[src/rtl/branch_resolve_unit.sv]
// Branch resolve unit: turns compare-stage flags into a registered branch
// decision (taken + redirect target) or an SLT/SLTU result word, behind a
// valid/ready handshake, and sequences a flush window after a taken redirect.
module branch_resolve_unit #(
    parameter int FLUSH_CYCLES = 2,
    parameter int PC_W         = 32
) (
    input  logic            clk,
    input  logic            rst_n,
    input  logic            in_valid,
    output logic            in_ready,
    input  logic [2:0]      in_op,
    input  logic [PC_W-1:0] in_pc,
    input  logic [15:0]     in_offset,
    input  logic            cmp_bigger,
    input  logic            cmp_equal,
    input  logic            cmp_less,
    output logic            out_valid,
    input  logic            out_ready,
    output logic            out_taken,
    output logic [PC_W-1:0] out_target,
    output logic            out_is_slt,
    output logic [31:0]     out_slt,
    output logic            out_err,
    output logic            flush
);

    typedef enum logic [2:0] {
        OP_BEQ  = 3'd0,
        OP_BNE  = 3'd1,
        OP_BLEZ = 3'd2,
        OP_BGTZ = 3'd3,
        OP_BLTZ = 3'd4,
        OP_BGEZ = 3'd5,
        OP_SLT  = 3'd6,
        OP_SLTU = 3'd7
    } op_e;

    typedef enum logic {
        ST_IDLE,
        ST_FLUSH
    } state_e;

    localparam int CNT_W = (FLUSH_CYCLES > 0) ? $clog2(FLUSH_CYCLES + 1) : 1;

    state_e           state;
    logic [CNT_W-1:0] cnt;

    op_e              op;
    logic             one_hot;
    logic             cond;
    logic             dec_taken;
    logic             dec_is_slt;
    logic             dec_err;
    logic [31:0]      dec_slt;
    logic [PC_W-1:0]  off_ext;
    logic [PC_W-1:0]  dec_target;
    logic             accept;
    logic             hs_taken;

    // Sign-extended word offset; the size cast of a signed operand extends the sign bit.
    assign off_ext = PC_W'($signed(in_offset));

    // Gated by rst_n so the port reads 0 while reset is held.
    assign in_ready = rst_n && (state == ST_IDLE) && (!out_valid || out_ready);
    assign accept   = in_valid && in_ready;
    assign hs_taken = out_valid && out_ready && out_taken;

    // Decode the op against the compare flags into the decision to be registered.
    always_comb begin
        // NOTE: every signal written here gets a default first, so no path leaves one unassigned and infers a latch.
        cond       = 1'b0;
        op         = op_e'(in_op);
        one_hot    = $onehot({cmp_bigger, cmp_equal, cmp_less});
        case (op)
            OP_BEQ:  cond = cmp_equal;
            OP_BNE:  cond = !cmp_equal;
            OP_BLEZ: cond = cmp_less | cmp_equal;
            OP_BGTZ: cond = cmp_bigger;
            OP_BLTZ: cond = cmp_less;
            OP_BGEZ: cond = cmp_bigger | cmp_equal;
            default: cond = 1'b0;
        endcase
        dec_is_slt = (op == OP_SLT) || (op == OP_SLTU);
        dec_err    = !one_hot;
        dec_taken  = one_hot && !dec_is_slt && cond;
        dec_slt    = {31'b0, one_hot && dec_is_slt && cmp_less};
        dec_target = dec_taken ? (in_pc + PC_W'(4) + (off_ext << 2)) : '0;
    end

    // Output decision register: load on accept, drop valid when consumed, hold while stalled.
    always_ff @(posedge clk or negedge rst_n) begin
        if (!rst_n) begin
            // NOTE: sequential state uses non-blocking assignments so every register samples pre-edge values.
            out_valid  <= 1'b0;
            out_taken  <= 1'b0;
            out_target <= '0;
            out_is_slt <= 1'b0;
            out_slt    <= '0;
            out_err    <= 1'b0;
        end else if (accept) begin
            out_valid  <= 1'b1;
            out_taken  <= dec_taken;
            out_target <= dec_target;
            out_is_slt <= dec_is_slt;
            out_slt    <= dec_slt;
            out_err    <= dec_err;
        end else if (out_ready) begin
            out_valid  <= 1'b0;
        end
    end

    // Flush FSM: a consumed taken redirect opens a FLUSH_CYCLES-long window with flush registered high.
    always_ff @(posedge clk or negedge rst_n) begin
        if (!rst_n) begin
            state <= ST_IDLE;
            cnt   <= '0;
            flush <= 1'b0;
        end else if (hs_taken && (FLUSH_CYCLES > 0)) begin
            state <= ST_FLUSH;
            cnt   <= CNT_W'(FLUSH_CYCLES);
            flush <= 1'b1;
        end else if (state == ST_FLUSH) begin
            if (cnt == CNT_W'(1)) begin
                state <= ST_IDLE;
                cnt   <= '0;
                flush <= 1'b0;
            end else begin
                cnt   <= cnt - CNT_W'(1);
            end
        end
    end

endmodule

[config.mk]
export PLATFORM = sky130hd
export DESIGN_NAME = branch_resolve_unit
export DESIGN_NICKNAME = d
export VERILOG_FILES = /design/src/rtl/branch_resolve_unit.sv
export SDC_FILE = /design/constraint.sdc
export NUM_CORES = 1
export LEC_CHECK = 0
export ABC_CLOCK_PERIOD_IN_PS = 1950
export CORE_UTILIZATION = 47
export CTS_BUF_LIST = sky130_fd_sc_hd__clkbuf_4 sky130_fd_sc_hd__clkbuf_8 sky130_fd_sc_hd__clkbuf_16
export DETAILED_ROUTE_END_ITERATION = 6
export PLACE_DENSITY = 0.92
export SLEW_MARGIN = 20
export SYNTH_ARGS = -nofsm -noshare
export SYNTH_HDL_FRONTEND = slang
export SYNTH_SLANG_ARGS = --single-unit
export TNS_END_PERCENT = 100
[constraint.sdc]
create_clock -name clk -period 1.95 [get_ports clk]
set_input_delay 0.4875 -clock clk [delete_from_list [all_inputs] [get_ports clk]]
set_output_delay 0.4875 -clock clk [all_outputs]
set_load 0.005 [all_outputs]
Yosys cells after proc, flatten, opt, wreduce, memory -nomap -nowiden

Index checks and enable logic that the tools add are counted.

Bits of input ports: 58
Word-level logic and storage cells: 59
Flip-flop bits (word level): 41

Eq/ne operators: 9
$add $sub $neg: 5
Reduce and logical (&&, ||, !) cells: 20
Bitwise gates (word level): 3
Mux-type cells: 13

Operators by type and width:

| operator                                                           | number |
|---|---|
| 32-bit by 3-bit adder with 32-bit output, second input constant    | 1 |
| 32-bit adder                                                       | 1 |
| 32-bit 2-to-1 mux                                                  | 1 |
| 3-bit == test, second input constant                               | 4 |
| 1-bit logical AND                                                  | 9 |
| 1-bit 2-to-1 mux                                                   | 8 |
| 3-bit by 2-bit == test with 1-bit output, second input constant    | 2 |
| 2-bit 2-to-1 mux                                                   | 3 |
| 1-bit case mux with 6 select lines                                 | 1 |
| 2-bit nonzero test                                                 | 3 |
| 2-bit by 1-bit == test with 1-bit output, second input constant    | 2 |
| 1-bit logical NOT                                                  | 4 |
| 3-bit by 1-bit == test with 1-bit output, second input constant    | 1 |
| 3-bit logical NOT                                                  | 1 |
| 1-bit by 1-bit adder with 2-bit output                             | 1 |
| 2-bit by 1-bit adder with 2-bit output                             | 1 |
| 1-bit logical OR                                                   | 2 |
| 1-bit bitwise OR                                                   | 2 |
| 2-bit AND reduction                                                | 1 |
| 2-bit by 1-bit subtractor with 2-bit output, second input constant | 1 |
| 1-bit inverter                                                     | 1 |

Longest topological paths before layout

Word-level depth: 6
Gate-level depth with buffers: 14
Mapped depth without buffers: 14

Least setup slack after synthesis

Ideal clock, no wire load.

Kind: input-to-reg
Start: input port in_pc[3]
End: register out_target[31]
Arrival: 2.642 ns
Setup slack: -0.813 ns
Data required time: 1.829 ns
Path buffers: 0
Stages on the path: 12
Cell sequence: ha_1 -> ha_1 -> inv_1 -> fa_1 -> nor2b_4 -> o31ai_1 -> a31oi_1 -> a41o_2 -> a31oi_1 -> a31oi_1 -> xnor2_1 -> o21ai_1

Cells in the longest elaborated chain, start to end: 3

RTL lines:

| what                                     | line | text |
|---|---|---|
| start, declared                          | 13   | `input logic [PC_W-1:0] in_pc,` |
| 32-bit by 3-bit adder with 32-bit output | 88   | `dec_target = dec_taken ? (in_pc + PC_W'(4) + (off_ext << 2)) : '0;` |
| 32-bit adder                             | 88   |  |
| 32-bit 2-to-1 mux                        | 88   |  |
| end signal, assigned                     | 104  | `out_target <= dec_target;` |
| end, declared                            | 21   | `output logic [PC_W-1:0] out_target,` |

Every way passes these cells.
A chain may end at the register's enable or synchronous reset.

Final worst setup path

Start: input port in_pc[22]
End: register out_target[31]

The elaborated chain is that of the path after synthesis.

==> flow_summary.json <==
{
  "leakagePower_nw": 3.04,
  "cellPowerDensity_nw_per_um2": 696,
  "dieWidth_um": 91.7,
  "routed_via_density": 6.65,
  "gr-total-overflow": 0,
  "drive_above_1_share": 0.464,
  "rows": 32,
  "crit_fanout": 5,
  "synthFlopType": "dfrtp_1",
  "finalPower_mw": 4.72,
  "numCtsBuffers": 5,
  "die_area_sq_um": 8410,
  "irDropWorstVdd_uv": 339,
  "antenna_found_initial": 1,
  "synth_edf_count": 0,
  "fin_cells": 737,
  "dr.pass1.iters": 7,
  "cap_violations": 0,
  "die_h_um": 91.7,
  "hold_violations": 0,
  "whs_ns": 0.253,
  "synth_area_sq_um": 3780,
  "wl_met3_um": 2070,
  "dpl_worst_slack_ns": -1.35,
  "synth-xor-area-share": 0.0672,
  "cpPeakStageDelay_ns": 0.53,
  "hpwlAfterDp_um": 8840,
  "synth_top_cell_by_area": "dfrtp_1",
  "period_share": 1.42,
  "finalClockSkew_ns": 0.00863,
  "synth_top_family_by_area": "compound AO/OA/AOI/OAI gates",
  "worstSetupPathType": "input port to register",
  "synth_common_cells": "ha_1, nand2_1, dfrtp_1",
  "grt_pass1_wl_um": 24300,
  "fin_util": 0.874,
  "clockRootBuffer": "clkbuf_8",
  "yosys.area_share.simple": 0.132,
  "ys_top_cells_by_area": "dfrtp_1, ha_1, buf_4",
  "dr_wl_met2_um": 8950,
  "routed_wl_um": 19400,
  "gp_congestion": 0.938,
  "max_freq_mhz": 361,
  "fin_ws_ns": -0.823,
  "critPathSlowestCell": "clkdlybuf4s50_1",
  "grtUsageTotal": 0.375,
  "critPathArrivalTime_ns": 2.96,
  "tightest_slew_ns": 0.545,
  "synthArstFlopShare": 1.00,
  "place.detailed.instances": 701,
  "final_cell_area_sq_um": 6790,
  "hp-class": "input port to asynchronous set/reset pin",
  "drv_slew": 0,
  "rsz0062_at_grt": "yes",
  "max-slew-margin-rel": 0.637,
  "fin_nets": 751,
  "synth.avg_cell_area_sq_um": 8.87,
  "violations": "negative setup slack",
  "tritoncts": "done",
  "clockBufferDepth": 2,
  "outcome": "complete, but fails checks",
  "coreArea_sq_um": 7770,
  "met1_length_um": 6380,
  "synth_top_area_share": 0.271,
  "vias": 4900,
  "fin_tns_setup_ns": -13.50,
  "area_growth_pct": 79.6,
  "insertion_delay_ns": 0.31,
  "end_kind": "register",
  "synth_seq_area_share": 0.271,
  "synth-compound-area-share": 0.216,
  "start_kind": "input port",
  "clkTransAtPathRegs_ns": 0.09,
  "worstPathRequired_ns": 2.14,
  "grt_pass1_vias": 4671,
  "synth_cell_types": 65,
  "cts.sinks": 41,
  "drtIter0Drc": 627,
  "io-pin-count": 128,
  "worstPathCellList": "clkdlybuf4s50_1 > ha_4 > ha_4 > buf_4 > nand2_1 > a21oi_2 > o31ai_1 > nand2_1 > a31oi_4 > a31oi_2 > xnor2_1 > o21ai_1",
  "synth_warnings": 0,
  "netlist_instances": 426,
  "synth_fa_ha_area_frac": 0.203,
  "ff2ff_setup_slack_ns": -0.01,
  "drc": 0,
  "placed_cell_area_sq_um": 5720,
  "synthMuxAreaShare": 0.00563,
  "ant_nets": 0,
  "cts_max_level": 2,
  "setup_viol": 30,
  "start_util": 0.487,
  "yosysMostFrequentCell": "ha_1",
  "grt_max_degree": 42,
  "top_layer_used": "met4",
  "avgRoutedWirePerCell_um": 26.4,
  "io_buffer_count": 96,
  "hold_buffers": 0,
  "yosys_register_bits": 41,
  "finalCriticalPeriod_ns": 2.77
}
==> path summary, 6_finish.rpt <==
check / start / to / cells past startpoint
worst max-delay path: in_pc[22] / out_target[31]$_DFFE_PN0P_ / 12
worst min-delay path: rst_n / out_target[21]$_DFFE_PN0P_ / 2
worst max register to register: out_valid$_DFFE_PN0P_ / out_target[26]$_DFFE_PN0P_ / 7
worst min register to register: flush$_DFFE_PN0P_ / flush$_DFFE_PN0P_ / 2
max in group asynchronous: rst_n / out_target[4]$_DFFE_PN0P_ / 2
min in group clk: flush$_DFFE_PN0P_ / flush$_DFFE_PN0P_ / 2
==> cells by family after synthesis <==
| logic type | Yosys count |
|---|---|
| and+or+nand+nor | 104 |
| buffers and inverters | 62 |
| muxes | 2 |
| adders and majority gates | 60 |
| DFF | 41 |
| other | 1 |
| AOI/OAI and AO/OA | 127 |
| xor gates and xnor gates | 29 |
==> state kept, by name, summed over array words and instances (netlist names) <==
| signal | count |
|---|---|
| cnt | 2 |
| flush | 1 |
| out_err | 1 |
| out_is_slt | 1 |
| out_slt | 1 |
| out_taken | 1 |
| out_target | 32 |
| out_valid | 1 |
| state | 1 |
==> what timing repair did <==
action / 4_1_cts / 5_1_grt
gates resized for setup: 231 / 50
cloned: 1 / 0
buffers inserted: 22 / 9
pin swaps: 109 / 50
setup endpoints to repair: 35 / 33
==> power by group <==
part	switching, mW	internal, mW
Combinational	1.38	1.39
Clock	0.341	0.509
Sequential	0.116	0.987
Total	1.84	2.89
==> per-layer routing <==
layer  track usage  up-vias
li1              -     1870
met2         0.632      543
met1         0.430     2264
met4         0.283        0
met3        0.0564      223
met5             0        -
==> critical path, delay by kind of cell <==
family	cells	cell delay [ns]
adders and majority gates	2	0.48
AOI/OAI and AO/OA	5	0.75
and+or+nand+nor	2	0.29
buffers and inverters	2	0.69
xor gates and xnor gates	1	0.25
==> final cells by class <==
cell class	count	area (sq um)
Clock buffer	5	68.8
Multi-Input combinational cell	353	3550
Inverter	17	68.8
Timing Repair Buffer	215	1880
Tap cell	102	128
Clock inverter	3	65.1
Fill cell	300	980
Sequential cell	41	1030
Antenna cell	1	2.50
==> layout by cell type, fill, tap and decap left out, types with 8 or more instances in the layout <==
| cell type | n |
|---|---|
| inv_1 | 11 |
| a21oi_1 | 10 |
| buf_2 | 16 |
| xor2_1 | 8 |
| dfrtp_1 | 41 |
| conb_1 | 31 |
| a21o_1 | 10 |
| o21ai_2 | 13 |
| xnor2_2 | 8 |
| nor2_1 | 12 |
| clkdlybuf4s50_1 | 54 |
| a21oi_4 | 10 |
| ha_4 | 41 |
| buf_4 | 97 |
| nand2_1 | 49 |
| a21oi_2 | 9 |
| dlygate4sd2_1 | 9 |
| o21ai_1 | 28 |
| buf_6 | 31 |
| ha_1 | 17 |
No activity file was read; power rests on OpenSTA's default activity.
